===== src/rtl/nan_des_pipe.sv =====
// Per-lane 1->0 transition detector with a 2-stage valid/ready pipeline and active-low result.
// Optional saturating fall-event counter enabled by defining NAN_DES_PIPE_CNT_EN.
module nan_des_pipe #(
  parameter int WIDTH = 8,
  parameter int CNT_W = 8
) (
  input  logic             clk,
  input  logic             rst,
  input  logic             in_valid,
  input  logic [WIDTH-1:0] in_data,
  output logic             in_ready,
  output logic             out_valid,
  input  logic             out_ready,
  output logic [WIDTH-1:0] out_n,
  output logic [CNT_W-1:0] fall_cnt
);

  logic             s1_v_q, s1_v_d;
  logic             s2_v_q, s2_v_d;
  logic [WIDTH-1:0] prev_q, prev_d;
  logic [WIDTH-1:0] s1_inv_q, s1_inv_d;
  logic [WIDTH-1:0] s1_prev_q, s1_prev_d;
  logic [WIDTH-1:0] s2_d_q, s2_d_d;
  logic             s2_adv, s1_adv, in_acc;

  // Handshake decode and next-state for both pipeline stages
  always_comb begin
    s2_adv    = !s2_v_q || out_ready;
    s1_adv    = s1_v_q && s2_adv;
    in_ready  = !s1_v_q || s2_adv;
    in_acc    = in_valid && in_ready;

    s1_v_d    = s1_v_q;
    s1_inv_d  = s1_inv_q;
    s1_prev_d = s1_prev_q;
    prev_d    = prev_q;
    s2_v_d    = s2_v_q;
    s2_d_d    = s2_d_q;

    if (in_acc) begin
      s1_inv_d  = ~in_data;
      s1_prev_d = prev_q;
      prev_d    = in_data;
      s1_v_d    = 1'b1;
    end else if (s1_adv) begin
      s1_v_d    = 1'b0;
    end else begin
      s1_v_d    = s1_v_q;
    end

    if (s1_adv) begin
      s2_d_d = s1_inv_q & s1_prev_q;
      s2_v_d = 1'b1;
    end else if (out_ready) begin
      s2_v_d = 1'b0;
    end else begin
      s2_v_d = s2_v_q;
    end
  end

  // Pipeline state registers
  always_ff @(posedge clk) begin
    if (rst) begin
      s1_v_q    <= 1'b0;
      s2_v_q    <= 1'b0;
      prev_q    <= {WIDTH{1'b0}};
      s1_inv_q  <= {WIDTH{1'b0}};
      s1_prev_q <= {WIDTH{1'b0}};
      s2_d_q    <= {WIDTH{1'b0}};
    end else begin
      s1_v_q    <= s1_v_d;
      s2_v_q    <= s2_v_d;
      prev_q    <= prev_d;
      s1_inv_q  <= s1_inv_d;
      s1_prev_q <= s1_prev_d;
      s2_d_q    <= s2_d_d;
    end
  end

  assign out_valid = s2_v_q;
  assign out_n     = ~s2_d_q;

`ifdef NAN_DES_PIPE_CNT_EN
  logic [CNT_W-1:0] cnt_q, cnt_d;

  // Count delivered results carrying at least one fall; hold at all-ones
  always_comb begin
    cnt_d = cnt_q;
    if (s2_v_q && out_ready && (|s2_d_q) && (cnt_q != {CNT_W{1'b1}})) begin
      cnt_d = cnt_q + CNT_W'(1);
    end else begin
      cnt_d = cnt_q;
    end
  end

  // Fall counter register
  always_ff @(posedge clk) begin
    if (rst) begin
      cnt_q <= {CNT_W{1'b0}};
    end else begin
      cnt_q <= cnt_d;
    end
  end

  assign fall_cnt = cnt_q;
`else
  assign fall_cnt = {CNT_W{1'b0}};
`endif

endmodule


===== config.mk =====
export PLATFORM = sky130hd
export DESIGN_NAME = nan_des_pipe
export DESIGN_NICKNAME = d
export VERILOG_FILES = /design/src/rtl/nan_des_pipe.sv
export SDC_FILE = /design/constraint.sdc
export NUM_CORES = 1
export LEC_CHECK = 0
export CORE_MARGIN = 1
export CORE_UTILIZATION = 40
export DETAILED_ROUTE_END_ITERATION = 10
export GPL_TIMING_DRIVEN = 1
export SLEW_MARGIN = 20
export SYNTH_ARGS = -nofsm -noshare
export SYNTH_HDL_FRONTEND = slang
export SYNTH_SLANG_ARGS = --single-unit

===== constraint.sdc =====
create_clock -name clk -period 2.25 [get_ports clk]
set_input_delay 0.3375 -clock clk [delete_from_list [all_inputs] [get_ports clk]]
set_output_delay 0.3375 -clock clk [all_outputs]
set_load 0.03 [all_outputs]

==> impl_metrics.toml <==
[setup_path]
endpoint = "in_ready"
critical-path-top-delay-family = "buffers and inverters"
worst_r2r_startpoint = "out_valid$_SDFFE_PP0P_"
slowest_delay_ns = 0.66
reg2reg_to = "s1_inv_q[6]$_SDFFE_PP0P_"
worst-endpoint-arrival_ns = 1.77
worst-endpoint-required_ns = 1.91
crit_start = "out_ready"
total_buffers_and_inverters_traversed_by_the_critical_path = 3
crit_cells = 4
r2r_slack_ns = 0.96
worstSetupStartpointType = "primary input"
crit_path_end_kind = "output port"
critPathKind = "primary input to output port"
slowest_stage = "clkdlybuf4s50_1"
crit_path_frequent_cell = "clkdlybuf4s50_1"
path_cells = "clkdlybuf4s50_1 -> and3b_4 -> inv_4 -> clkdlybuf4s50_1"
critical_path.max_fanout = 3
r2r.worst_path.cells = 4

[floorplan]
die_width_um = 62.2
boundaryPins = 30
floorplan.initialDensity_pct = 42.5
die_height_um = 62.2
dieArea_um2 = 3870
core_area_um2 = 3420
site_rows = 21

[sta]
period_needed_ns = 2.11
fmaxAchievable_mhz = 474
rsz_0062_raised_after_global_routing = "false"
finalSetupViolCount = 0
setup-tns-final_ns = 0
timing.hold.ws_ns = 0.468
final_max_slew_viol_count = 0
finalCritPeriodShare_pct = 93.8
hold_viol = 0
fin_skew_ns = 0.0106
timing.final.ws_setup_ns = 0.139

[drt]
routed_via_density = 5.19
detailedRoute.firstPassIterationCount = 4
drc_errors = 0
detail_route.wirelength_um = 2850
post_drt_wl_per_cell_um = 12.3
detail-route-antenna-nets = 0
via_count = 1200
first_iter_violations = 38

[yosys]
synth.yosys.warnings = 0
synth_area_leader_cell = "dfxtp_1"
netlist_instances = 165
synth_edf_count = 0
synth_top_area_cells = "dfxtp_1 (47%), a21oi_1 (11%), o21ai_1 (6.6%), nand3_1 (5.5%), buf_4 (4.7%)"
synth_top_area_share_pct = 46.9
portion_of_the_post_synthesis_area_used_by_sequential_elements_pct = 46.9
synthesis.area_um2 = 1450
ys_types = 24
yosys_most_used_dff = "dfxtp_1"
ffs_latches_synth = 34
asyncSetResetFlopFracSynth_pct = 0
syn_avg_cell_area_um2 = 8.79

[worst_hold_path]
hold_path_class = "register to register"

[grt]
antenna_found_initial = 0
grt_use_total_pct = 15.9
largest_net_degree_at_the_start_of_global_routing = 25
grt_pass1_vias = 1052
first_pass_grt_wire_length_um = 4850
grt.overflow.total = 0

[power_and_ir_drop]
p_leak_uw = 0.000586
netSwitchingPower_uw = 287
power_switching_share_pct = 24.4
power.clock.fraction_pct = 34.8
combinationalPowerShare_pct = 10.7
power-per-cell-area_nw_per_um2 = 689
peak_vdd_ir_v = 0.000336
power_frac_seq_pct = 54.4
power_report.internal_total_uw = 888

[placement]
place.detailed.hpwl_um = 1910
io_buffer_count = 21
placed_area_um2 = 1630
gpl_wtd_cong = 0.725
pre_cts_slack_ns = 0.146

[cts]
cts_repair_resize_count = 0
cts_htree_levels = 2
tritoncts_num_sinks = 34
cts-hold-fix-buffers = 0
cts-root-buf = "clkbuf_4"
clk_path_buf_depth = 2
tritoncts = "done"
clock_insertion_delay_worst_skew_ns = 0.33
cts_setup_buffers = 0
number_of_buffers_inserted_during_clock_tree_synthesis = 5
path_clk_slew_ns = 0.10

[finish]
nFillCells = 337
layout.cells.most_common = "dfxtp_1"
share_of_the_core_filled_with_cells_pct = 50.0
finish.instance_area_um2 = 1710
final_layout_size_suffix_gt1_share_pct = 13.5
areaGrowthSynthToFinish_pct = 17.7
most-common-layout-cells = "dfxtp_1 (34), a21oi_1 (32), clkdlybuf4s50_1 (21)"
finish.net_count = 196
num_antenna_cells = 0

[outcome]
status = "complete, no violations"

[job]
max_cap_viols = 0
synth_stat cells (2+ instances only):
master / instances
dfxtp_1: 34
buf_6: 3
o21ai_1: 19
or3_1: 3
o21ai_0: 8
inv_1: 9
a211oi_2: 5
a21oi_1: 32
buf_1: 2
buf_2: 2
clkbuf_1: 4
buf_4: 9
nand4_1: 8
nand3_1: 16
a21oi_2: 2
per-stage QoR:
| stage | std cells | total power, µW |
|---|---|---|
| after floorplan | 172 | 750 |
| after global placement | 223 | 776 |
| after detailed placement | 223 | 779 |
| after CTS | 231 | 1190 |
| after global routing | 231 | 1220 |
| final | 231 | 1180 |
worst min-delay path by stage:
stage	startpoint	end	slack [ns]	cells past startpoint
after CTS	prev_q[2]$_SDFFE_PP0P_	s1_prev_q[2]$_SDFFE_PP0P_	0.47	2
after global routing	prev_q[7]$_SDFFE_PP0P_	s1_prev_q[7]$_SDFFE_PP0P_	0.49	2
final	prev_q[5]$_SDFFE_PP0P_	s1_prev_q[5]$_SDFFE_PP0P_	0.47	2
after floorplan	in_data[6]	s1_inv_q[6]$_SDFFE_PP0P_	0.43	1
after detailed placement	prev_q[2]$_SDFFE_PP0P_	s1_prev_q[2]$_SDFFE_PP0P_	0.46	2
after global placement	prev_q[2]$_SDFFE_PP0P_	s1_prev_q[2]$_SDFFE_PP0P_	0.45	2
power by group through the flow:
stage | Sequential [µW] | Combinational [µW] | Clock (µW)
6_report | 639 | 126 | 410
5_1_grt | 643 | 137 | 442
4_1_cts | 640 | 126 | 422
3_5_place_dp | 653 | 126 | 0
3_3_place_gp | 653 | 124 | 0
2_1_floorplan | 651 | 98.3 | 0
worst min-delay path, stage by stage (launching register included):
cell and delay (ns):
dfxtp_1 0.32, nand3_1 0.07, a21oi_1 0.05
sequential cells by signal, indices dropped and copies added (netlist names):
name       cells
s1_prev_q      8
s1_v_q         1
s1_inv_q       8
out_valid      1
prev_q         8
s2_d_q         8
cells by family (layout without fill, tap and decap cells):
family	after synthesis	in the layout	synth area share (%)
other cells	1	8	0.259
buf+inv	33	46	14.1
flops	34	34	46.9
compound gates	66	66	25.9
simple gates	31	31	12.8
metal layers:
layer / up-vias / part of all wire (%) / global-route usage (%)
li1: 610 / - / -
met1: 551 / 52 / 21.1
met2: 34 / 42 / 24.2
met3: 5 / 4.7 / 4.96
met4: 0 / 1.6 / 6.10
met5: - / 0 / 0
area by class of cell:
type	instances	area, µm²	area share (%)
sequential	34	681	39.9
inverter	11	43.8	2.57
multi-input combinational	105	591	34.6
timing repair buffer	27	255	15.0
clock buffer	8	78.8	4.62
tap	46	57.6	3.37
Note: power is estimated with default switching activity, not from simulation.
